## config.mk

```make
export PLATFORM = sky130hd
export DESIGN_NAME = hms_merge_node
export DESIGN_NICKNAME = d
export VERILOG_FILES = /design/src/rtl/hms_merge_node.sv
export SDC_FILE = /design/constraint.sdc
export NUM_CORES = 1
export LEC_CHECK = 0
export CORE_MARGIN = 3
export CORE_UTILIZATION = 57
export CTS_BUF_LIST = sky130_fd_sc_hd__clkbuf_16
export CTS_CLUSTER_DIAMETER = 150
export DETAILED_ROUTE_END_ITERATION = 6
export GPL_TIMING_DRIVEN = 0
export PLACE_DENSITY = 0.79
export SYNTH_ARGS = -nofsm -noshare
export SYNTH_HDL_FRONTEND = slang
export SYNTH_SLANG_ARGS = --single-unit
```

## constraint.sdc

```tcl
create_clock -name CLK -period 9.8 [get_ports CLK]
set_input_delay 2.45 -clock CLK [delete_from_list [all_inputs] [get_ports CLK]]
set_output_delay 2.45 -clock CLK [all_outputs]
set_load 0.03 [all_outputs]
```

## src/rtl/hms_merge_node.sv

```systemverilog
// Two-input sorted-run merge: per-input FIFOs, keyed head selection, registered output.
// Write-to-DOTEN latency 2 cycles; IN_FULL blocks issue in the same cycle, FULL_x asserts one slot early.
module hms_merge_node #(
  parameter int    FIFO_LOG = 2,
  parameter string FLOAT    = "no",
  parameter string SIGNED   = "no",
  parameter int    ASCEND   = 1,
  parameter int    DATW     = 64,
  parameter int    KEYW     = 32,
  parameter int    CNTW     = 32
) (
  input  logic            CLK,
  input  logic            RST,
  input  logic            IN_FULL,
  input  logic [DATW-1:0] DIN_A,
  input  logic [DATW-1:0] DIN_B,
  input  logic            DINEN_A,
  input  logic            DINEN_B,
  output logic            FULL_A,
  output logic            FULL_B,
  output logic [DATW-1:0] DOT,
  output logic            DOTEN,
  output logic            DONE,
  output logic            OVF,
  output logic [CNTW-1:0] REC_CNT
);
  localparam int DEPTH     = 1 << FIFO_LOG;
  localparam bit IS_FLOAT  = (FLOAT == "yes");
  localparam bit IS_SIGNED = (SIGNED == "yes");
  localparam bit ASC       = (ASCEND != 0);
  localparam logic [FIFO_LOG-1:0] P_ONE    = FIFO_LOG'(1);
  localparam logic [FIFO_LOG:0]   C_ONE    = (FIFO_LOG+1)'(1);
  localparam logic [FIFO_LOG:0]   C_DEPTH  = (FIFO_LOG+1)'(DEPTH);
  localparam logic [FIFO_LOG:0]   C_ALMOST = (FIFO_LOG+1)'(DEPTH-1);
  localparam logic [CNTW-1:0]     R_ONE    = CNTW'(1);
  localparam logic [KEYW-1:0]     MSB      = KEYW'(1) << (KEYW-1);
  localparam logic [KEYW-1:0]     SENT     = {KEYW{ASC}};

  // Map keys so that a plain unsigned compare gives the requested order.
  function automatic logic [KEYW-1:0] xform(input logic [KEYW-1:0] k);
    logic [KEYW-1:0] r;
    r = k;
    if (IS_FLOAT) r = k[KEYW-1] ? ~k : (k ^ MSB);
    else if (IS_SIGNED) r = k ^ MSB;
    return r;
  endfunction

  logic [DATW-1:0] din  [2];
  logic [DATW-1:0] head [2];
  logic [1:0]      wen, pop, nempty, full, drop;

  assign din[0] = DIN_A;
  assign din[1] = DIN_B;
  assign wen    = {DINEN_B, DINEN_A};

  for (genvar g = 0; g < 2; g++) begin : g_fifo
    logic [DATW-1:0]     mem [DEPTH];
    logic [FIFO_LOG-1:0] wp, rp;
    logic [FIFO_LOG:0]   cnt, cnt_nxt;
    logic                wr_ok, full_q;

    // A full FIFO still accepts a write when the head leaves in the same cycle.
    assign wr_ok = wen[g] && ((cnt != C_DEPTH) || pop[g]);
    assign drop[g] = wen[g] && (cnt == C_DEPTH) && !pop[g];

    always_comb begin
      cnt_nxt = cnt;
      if (wr_ok)  cnt_nxt = cnt_nxt + C_ONE;
      if (pop[g]) cnt_nxt = cnt_nxt - C_ONE;
    end

    always_ff @(posedge CLK) begin
      if (RST) begin
        wp     <= '0;
        rp     <= '0;
        cnt    <= '0;
        full_q <= 1'b0;
      end else begin
        if (wr_ok) begin
          mem[wp] <= din[g];
          wp      <= wp + P_ONE;
        end
        if (pop[g]) rp <= rp + P_ONE;
        cnt    <= cnt_nxt;
        full_q <= (cnt_nxt >= C_ALMOST);
      end
    end

    assign head[g]   = mem[rp];
    assign nempty[g] = (cnt != '0);
    assign full[g]   = full_q;
  end

  assign FULL_A = full[0];
  assign FULL_B = full[1];

  logic [KEYW-1:0] ka, kb;
  logic            sa, sb, a_wins, issue;
  logic [DATW-1:0] sel_dat;

  assign ka     = xform(head[0][KEYW-1:0]);
  assign kb     = xform(head[1][KEYW-1:0]);
  assign sa     = (ka == SENT);
  assign sb     = (kb == SENT);
  assign issue  = !IN_FULL && nempty[0] && nempty[1];
  assign a_wins = ASC ? (ka <= kb) : (ka >= kb);

  // A sentinel head parks its stream until the other side reaches its own sentinel.
  always_comb begin
    pop     = 2'b00;
    sel_dat = head[0];
    if (issue) begin
      if (sa && sb) begin
        pop = 2'b11;
      end else if (sa || (!sb && !a_wins)) begin
        pop     = 2'b10;
        sel_dat = head[1];
      end else begin
        pop = 2'b01;
      end
    end
  end

  always_ff @(posedge CLK) begin
    if (RST) begin
      DOT     <= '0;
      DOTEN   <= 1'b0;
      DONE    <= 1'b0;
      OVF     <= 1'b0;
      REC_CNT <= '0;
    end else begin
      DOTEN <= issue;
      DONE  <= issue && sa && sb;
      if (issue) DOT <= sel_dat;
      if (issue && !(sa && sb)) REC_CNT <= REC_CNT + R_ONE;
      if (|drop) OVF <= 1'b1;
    end
  end
endmodule

```

# After elaboration in Yosys (flattened, before gate mapping)
# Memories as Yosys holds them, arrays and structs flattened. A register that Yosys moved wholly into a read port is not among the register bits.
# Cells that the tools add are included.
# op_classes
reduce_logical	25
n_eq_ne	6
n_addsub	9
muxes	19
order_cmp	3
# ops
op	count
$mux 64	2
$eq 32x32->1 const B	2
$add 32x1->32 const B	1
$le 32x32->1	1
$mux 2	7
$logic_and 1x1->1	13
$mux 3	4
$add 2x1->2 const B	4
$add 3x1->3 const B	2
$eq 3x3->1 const B	2
$ge 3x2->1 const B	2
$logic_not 1->1	6
$mux 1	6
$ne 3x3->1 const B	2
$reduce_bool 3->1	2
$sub 3x1->3 const B	2
$logic_or 1x1->1	3
$reduce_or 2->1	1
# totals
mem_bits_rw	512
ff_bits	115
output_inout_bits	101
n_memories	2
# memory_table
name	depth	word_bits	rd	rd_ports_with_merged_regs	write_ports	line_no	source
g_fifo[0].mem	4	64	1	1	1	57	logic [DATW-1:0] mem [DEPTH];
g_fifo[1].mem	4	64	1	1	1	57	

# Longest topological paths before layout
# logic_depth
word_depth	13
depth_mapped	18
depth_no_buf	16

# Worst setup path before layout
# Ideal clock, no wire load.
# synth_timing
path_kind	input -> register
startpoint	input port IN_FULL
endpoint	memory g_fifo[0].mem[0][0] (enable)
cell_stages	6
setup_time_ps	578
path_slack_ps	867
arrival_time_ps	8355
cell_sequence	or3_1 > clkbuf_1 > a21o_1 > a21oi_4 > o21ai_4 > nor3b_1
# synth_between
elab_chain_len	9
# synth_lines
element	line_no	source
from (decl)	14	input logic IN_FULL,
$logic_not 1->1	105	assign issue = !IN_FULL && nempty[0] && nempty[1];
$logic_and 1x1->1 (2 in a row)	105	
$mux 2	112	if (issue) begin
$logic_or 1x1->1	63	assign wr_ok = wen[g] && ((cnt != C_DEPTH) || pop[g]);
$logic_and 1x1->1	63	
$mux 1	79	if (wr_ok) begin
$mux 1	73	if (RST) begin
$mux 1 (implied by the code)	80	mem[wp] <= din[g];
to (decl)	57	
# Every way passes these cells.

==> out/results.txt <==
Synth Cell Area: 0.02506 mm2
Main flop type after synthesis: edfxtp_1
Clk buf depth: 3
Mapped Cells: 1449
Critical Path AT: 5750 ps
Reg2Reg Depth: 14
Root Buffer: clkbuf_16
Area after DPL: 0.02863 mm2
Fin util: 0.7066
Total Routing Usage GR: 0.2559
Port Buffers: 231
Starting Density: 0.5792
DR DRC count: 0
TritonCTS clock tree: built
Worst Hold Endpoint: OVF
Area grow syn2layout: 22.00%
Grt ovf: 0
Syn_nets: 1629
Initial antenna violation count: 11
Clk_lat worst skew: 620 ps
Share of layout cells above drive strength 1: 0.1569
CP peak stage delay: 700 ps
FFs w/ async S/R, synth: 0
First-pass GRT wire length: 89.39 mm
Worst EP required: 10120 ps
Routed vias: 14580
Row cnt: 76
Core Box Area: 0.04327 mm2
Vias per cell: 6.031
Synth warnings: 0
Final worst slack: 4369 ps
Number of global-route vias before repair: 15010
Post-route antenna net violation count: 0
Hold_ws: 498.8 ps
Status: finished clean
Startpoint types: register
Hold WC Path Type: register to register
Post-synth top cells: edfxtp_1 (512), mux4_2 (128), dfxtp_1 (119)
Routability Congestion: 0.8417
Crit-path most repeated cell: buf_6
Worst Path Max Fanout: 11
Top Family by Delay on Critical Path: buffers and inverters
WHS Path Cells: 1
R2R setup slack: 4370 ps
Hold buffers post-CTS: 0
Area leader, netlist: edfxtp_1
Final Cycle Share: 0.5542
Sequential share of the synthesized area: 0.7086
Slew @ Worst Pin: 949.6 ps
Worst Setup End Kind: register
Critical path's slowest cell: clkbuf_1
Pleak: 10.28 nW
Final Instance Area: 0.03057 mm2
Post-synth EDFFs: 512
Seq cells post-synth: 631
Syn avg cell area: 17.29 um2
Post-CTS Setup Bufs: 0
WP buf/inv: 6
Peak supply drop: 0.1615 mV
Dpl ws: 3964 ps
Die ar.: 0.04652 mm2
Final hold violations: 0
WL final: 59.18 mm
Largest net degree at the start of global routing: 46
Unrepaired setup endpoints after global routing: false
Synth unique cells: 53
Power per cell area: 193.7 mW/mm2
Detailed placement HPWL: 40.83 mm
Final Max Slew Viols: 0
Dominant cells by area after synthesis: edfxtp_1 (61%), mux4_2 (12%), dfxtp_1 (9.5%)
Worst Skew: 22.87 ps
Slew HR: 0.3669
Chip Height: 215.7 um
Fmax achieved: 184.1 MHz
Hold_sp: OVF
Die Wd: 215.7 um
Initial DRC count: 1337
Yosys top cell area share: 0.6135
H-tree depth: 2
Minimum clock period: 5431 ps
Worst r2r dst: g_fifo[0].mem[0][56]
Worst setup path class: register to register
Total of max-cap violations: 0
Layout net count: 1957
CTS buffer count: 60
Clock-pin slew on the worst setup and hold paths: 60 ps
Worst path cell trace: buf_2 -> clkbuf_1 -> mux4_2 -> inv_1 -> ha_1 -> nand4_1 -> or4_1 -> o31a_1 -> a21oi_4 -> o21ai_4 -> nor3b_2 -> buf_6 -> buf_6 -> buf_6
Final setup fails: 0
Cell with the most instances after synthesis: edfxtp_1
# resized after CTS: 0
Setup TNS: 0 ps
I/O Pins: 234
Clock sink total: 631
Drt pass-1 iters: 5
WL per Instance: 24.47 um
==> power breakdown <==
part	internal, mW	switching, mW	total, mW
registers	2.99	0.0431	3.04
logic	0.278	0.359	0.637
clock network	1.28	0.964	2.25
total	4.56	1.37	5.92
==> cell families after synthesis <==
logic type / synth area share
AND/OR/NAND/NOR: 0.04159
multiplexers: 0.1443
flip-flops: 0.7086
XOR/XNOR: 0.01138
AO/OA/AOI/OAI: 0.04918
adder cells (fa/ha/maj): 0.02347
buffers and inverters: 0.02147
==> stage by stage <==
step / total power [mW] / instances
after CTS: 5.956 / 2414
after global placement: 3.696 / 2265
after global routing: 6.115 / 2415
after floorplan: 3.458 / 1449
after detailed placement: 3.725 / 2300
final: 5.923 / 2418
==> metal layers <==
metal / up-vias / share of wire / wire length [um] / global-route usage
met5: - / 0.0017 / 101 / 0
met4: 14 / 0.025 / 1493 / 0.07843
met3: 111 / 0.084 / 4952 / 0.06111
met2: 629 / 0.49 / 29270 / 0.4260
met1: 7411 / 0.39 / 23360 / 0.3398
li1: 6418 / - / - / -
==> sequential cells by signal, indices dropped and copies added, names as in the netlist, named ones only <==
| register | count |
|---|---|
| DONE | 1 |
| g_fifo.wp | 4 |
| FULL_A | 1 |
| OVF | 1 |
| g_fifo.mem | 512 |
| DOT | 64 |
| DOTEN | 1 |
| FULL_B | 1 |
| g_fifo.rp | 4 |
| g_fifo.cnt | 6 |
| REC_CNT | 32 |
==> worst register-to-register path: cells and delay by family (launching register included) <==
kind	cells	cell delay, ps
mux	1	410
simple gates	3	1480
flops	1	300
buf+inv	6	1680
fa+ha+maj	1	290
compound gates	3	970
==> cells in the final DEF (no fill, tap or decap), drive strengths merged, types with 24 or more instances in the layout <==
master and instances:
mux2i 71, clkdlybuf4s50 231, a21oi 102, o21ai 85, xnor2 27, clkbuf 107, nor2 53, mux4 128
edfxtp 512, clkinv 24, inv 69, nand4 31, ha 47, buf 57, nand2 36, dfxtp 119
==> cell type report <==
cell class | count | area [um2]
Fill cell | 2757 | 12690
Clock inverter | 53 | 404.1
Multi-Input combinational cell | 700 | 6804
Buffer | 68 | 350.3
Inverter | 50 | 187.7
Sequential cell | 631 | 17760
Antenna cell | 4 | 10.01
Clock buffer | 61 | 1526
Tap cell | 585 | 732.0
Timing Repair Buffer | 266 | 2801
==> worst max-delay path by stage <==
| stage | startpoint | depth (start not counted) | to | slack, ps |
|---|---|---|---|---|
| 2_1_floorplan | IN_FULL | 6 | g_fifo[0].mem[0][0] | 870 |
| 3_3_place_gp | IN_FULL | 7 | g_fifo[0].mem[3][56] | -3990 |
| 3_5_place_dp | IN_FULL | 10 | g_fifo[0].mem[0][56] | 3960 |
| 4_1_cts | register | 14 | g_fifo[0].mem[0][56] | 4350 |
| 5_1_grt | register | 14 | g_fifo[0].mem[0][56] | 4170 |
| 6_report | register | 14 | g_fifo[0].mem[0][56] | 4370 |
Note: power is estimated with default switching activity, not from simulation.
==> patch 1, RTL diff (same flow settings) <==
`KEYW`: 32 -> 16.
--- a/src/rtl/hms_merge_node.sv
+++ b/src/rtl/hms_merge_node.sv
@@ -6,7 +6,7 @@
   parameter string SIGNED   = "no",
   parameter int    ASCEND   = 1,
   parameter int    DATW     = 64,
-  parameter int    KEYW     = 32,
+  parameter int    KEYW     = 16,
   parameter int    CNTW     = 32
 ) (
   input  logic            CLK,
Check against the original RTL: not equivalent (a bounded check fails within 4 cycles, from zero or initial values and one cycle with RST high).
==> patch 1 against the unedited design <==
  * Combinational power up 3%
  * Synthesized area decreased by 2.6%
  * Critical path type unchanged
  * Final area is 2.9% lower
  * Die area decreased by 2.5%
  * Worst setup slack improved by 0.068 ns
  * Routed wire length decreased by 7.6%
  * Sequential power is essentially flat
  * Power down 2.6%
  * First-iteration DRC count decreased by 17%
  * Core utilization is 0.20 points lower
  * Sequential cell count unchanged
  * Critical path depth up 3
  * Highest routed layer unchanged
==> patch 1: results (changes against the unedited design) <==
outcome completed (unchanged); Clock Skew 0.0112 ns (was 0.0229 ns); Worst Path Arrival 5.69 ns (was 5.75 ns); most frequent cells after synthesis 512 x edfxtp_1, 122 x mux4_2, 119 x dfxtp_1 (was 512 x edfxtp_1, 128 x mux4_2, 119 x dfxtp_1); Slew headroom 0.288 (was 0.367); critical path endpoint g_fifo[0].mem[0][49] (was g_fifo[0].mem[0][56]); worst vdd ir 0.183 mV (was 0.162 mV); Post-DP Area 27900 µm² (was 28600 µm²); count of different cell masters after synthesis 51 (was 53); routed vias/inst 5.93 (was 6.03); M3 GR Usage 0.0501 (was 0.0611); layout cell share with drive strength beyond 1 0.162 (was 0.157); Final Critical Period 5.36 ns (was 5.43 ns); met1 Use GR 0.325 (was 0.340); WHS 0.493 ns (was 0.499 ns); syn_nets 1497 (was 1629); hold-critical path depth 2 (was 1); Layout Nets 1824 (was 1957); detailed-route via count 13400 (was 14600); Worst Path Max Fanout 10 (was 11); dpl hpwl 37000 µm (was 40800 µm); switching power 1.36 mW (was 1.37 mW); clock group total power 2.07 mW (was 2.25 mW); Place WS 4.04 ns (was 3.96 ns); WL met1 21700 µm (was 23400 µm); largest net degree at the start of global routing 54 (was 46); ranking of synthesized cells by area edfxtp_1 63%, mux4_2 11%, dfxtp_1 9.8% (was edfxtp_1 61%, mux4_2 12%, dfxtp_1 9.5%); met2 usage 0.412 (was 0.426); Fillers 2644 (was 2757); Iter 0 DRT Violations 1111 (was 1337); routability cong. 0.850 (was 0.842); R2R Setup Slk 4.44 ns (was 4.37 ns); CP max stage cell nor3b_2 (was clkbuf_1); power density over the cells 194 nW/µm² (about the same); combinational power 0.654 mW (was 0.637 mW); dpl cells 2136 (was 2300)
## patch 1: layout make-up
| type | instances | share of cell area |
|---|---|---|
| antenna | 3 | 0.000253 |
| sequential | 631 | 0.598 |
| timing repair buffer | 264 | 0.0941 |
| clock buffer | 61 | 0.0514 |
| inverter | 25 | 0.00316 |
| tap | 539 | 0.0227 |
| buffer | 71 | 0.0133 |
| multi-input combinational | 606 | 0.209 |
| clock inverter | 52 | 0.00813 |
## patch 1: cell families after synthesis
group | after synthesis | synth area share
XOR/XNOR | 41 | 0.0147
AND/OR/NAND/NOR | 250 | 0.0489
AO/OA/AOI/OAI | 101 | 0.0316
flip-flops | 631 | 0.727
adder cells (fa/ha/maj) | 31 | 0.0159
buffers and inverters | 96 | 0.0200
multiplexers | 183 | 0.142
==> patch 2, RTL diff (same flow settings) <==
Without the edit above. Put one more register stage on the output `REC_CNT`, with the module's reset. The value now appears one clock later. The other outputs are not delayed to match.
--- a/src/rtl/hms_merge_node.sv
+++ b/src/rtl/hms_merge_node.sv
@@ -35,6 +35,8 @@
   localparam logic [CNTW-1:0]     R_ONE    = CNTW'(1);
   localparam logic [KEYW-1:0]     MSB      = KEYW'(1) << (KEYW-1);
   localparam logic [KEYW-1:0]     SENT     = {KEYW{ASC}};
+
+  logic [CNTW-1:0] REC_CNT_s0;
 
   // Map keys so that a plain unsigned compare gives the requested order.
   function automatic logic [KEYW-1:0] xform(input logic [KEYW-1:0] k);
@@ -127,14 +129,22 @@
       DOTEN   <= 1'b0;
       DONE    <= 1'b0;
       OVF     <= 1'b0;
-      REC_CNT <= '0;
+      REC_CNT_s0 <= '0;
     end else begin
       DOTEN <= issue;
       DONE  <= issue && sa && sb;
       if (issue) DOT <= sel_dat;
-      if (issue && !(sa && sb)) REC_CNT <= REC_CNT + R_ONE;
+      if (issue && !(sa && sb)) REC_CNT_s0 <= REC_CNT_s0 + R_ONE;
       if (|drop) OVF <= 1'b1;
     end
   end
+  always_ff @(posedge CLK) begin
+    if (RST) begin
+      REC_CNT <= '0;
+    end else begin
+      REC_CNT <= REC_CNT_s0;
+    end
+  end
+
 endmodule
 
Formal check against the unedited RTL: not equivalent (Yosys sat finds a counterexample within 4 cycles, from zero or initial values and one cycle with RST high).
==> patch 2 against the unedited design <==
  * Final area grew 4.5%
  * Power grew 4.4%
  * Critical path type unchanged
  * Sequential cell count grew 32
  * Critical endpoint is now g_fifo[0].mem[2][36]
  * Worst setup slack lost 0.51 ns
  * Count of clock-buffer cells in the layout grew 8
  * Routed wire length grew 10%
  * Highest routed layer unchanged
  * Critical path depth grew 3
  * Largest power group unchanged
  * Synthesized area grew 5.0%
==> patch 2: results (changes against the unedited design) <==
outcome completed (unchanged); DR WL met3 5640 µm (was 4950 µm); Lkg Pwr 10.5 nW (was 10.3 nW); Fillers 2934 (was 2757); Synth Area in Adders 0.0224 (was 0.0235); Place WS 3.62 ns (was 3.96 ns); non-filler cells, final 2615 (was 2418); Clock Skew 0.0256 ns (was 0.0229 ns); Layout Nets 2133 (was 1957); M3 GR Usage 0.0667 (was 0.0611); Iter 0 DRT Violations 1403 (was 1337); dpl cells 2484 (was 2300); Comb power frac 0.101 (was 0.108); Synth Area in Compound Gates 0.0506 (was 0.0492); H-tree depth 3 (was 2); first-pass GRT wire length 98700 µm (was 89400 µm); Seq. pwr 3.17 mW (was 3.04 mW); overall routing resource usage 0.268 (was 0.256); initial antenna violation count 13 (was 11); Post-DP Area 29900 µm² (was 28600 µm²); Largest regs g_fifo.mem: 512 flops, DOT: 64 flops (was g_fifo.mem: 512 flops, DOT: 64 flops, REC_CNT: 32 flops); Worst Path Arrival 6.24 ns (was 5.75 ns); mux contribution to synthesized area 0.120 (was 0.144); first-pass iteration count of the detailed router 7 (was 5); ranking of synthesized cells by area edfxtp_1 58%, dfxtp_1 11%, mux4_2 9.2% (was edfxtp_1 61%, mux4_2 12%, dfxtp_1 9.5%); CP max stage cell buf_1 (was clkbuf_1); Post-Route WL 65200 µm (was 59200 µm); xor-xnor portion of the synthesized cell area 0.00599 (was 0.0114); dpl hpwl 45700 µm (was 40800 µm); most frequent cells after synthesis 512 x edfxtp_1, 151 x dfxtp_1, 108 x mux4_2 (was 512 x edfxtp_1, 128 x mux4_2, 119 x dfxtp_1); routability cong. 0.918 (was 0.842); Slew headroom 0.216 (was 0.367); Final Total Pwr 6.18 mW (was 5.92 mW); WL met1 24700 µm (was 23400 µm); register area share after synthesis 0.699 (was 0.709); layout cell share with drive strength beyond 1 0.145 (was 0.157); worst vdd ir 0.170 mV (was 0.162 mV); detailed-route via count 16000 (was 14600); Met2 Routed Length 32100 µm (was 29300 µm)
## patch 2: layout make-up
class / count / area (µm²) / area share
antenna: 8 / 20.0 / 0.000627
buffer: 99 / 459 / 0.0144
clock buffer: 69 / 1730 / 0.0541
clock inverter: 54 / 330 / 0.0103
inverter: 51 / 191 / 0.00599
multi-input combinational: 807 / 7300 / 0.229
sequential: 663 / 18400 / 0.576
tap: 600 / 751 / 0.0235
timing repair buffer: 264 / 2770 / 0.0866
## patch 2: final timing paths
check | from | to | slack [ns] | depth (start not counted)
worst min register to register | REC_CNT_s0[7] | REC_CNT[7] | 0.48 | 2
worst min-delay path | REC_CNT_s0[7] | REC_CNT[7] | 0.48 | 2
worst max-delay path | flop | g_fifo[0].mem[2][36] | 3.86 | 17
worst max register to register | flop | g_fifo[0].mem[2][36] | 3.86 | 17
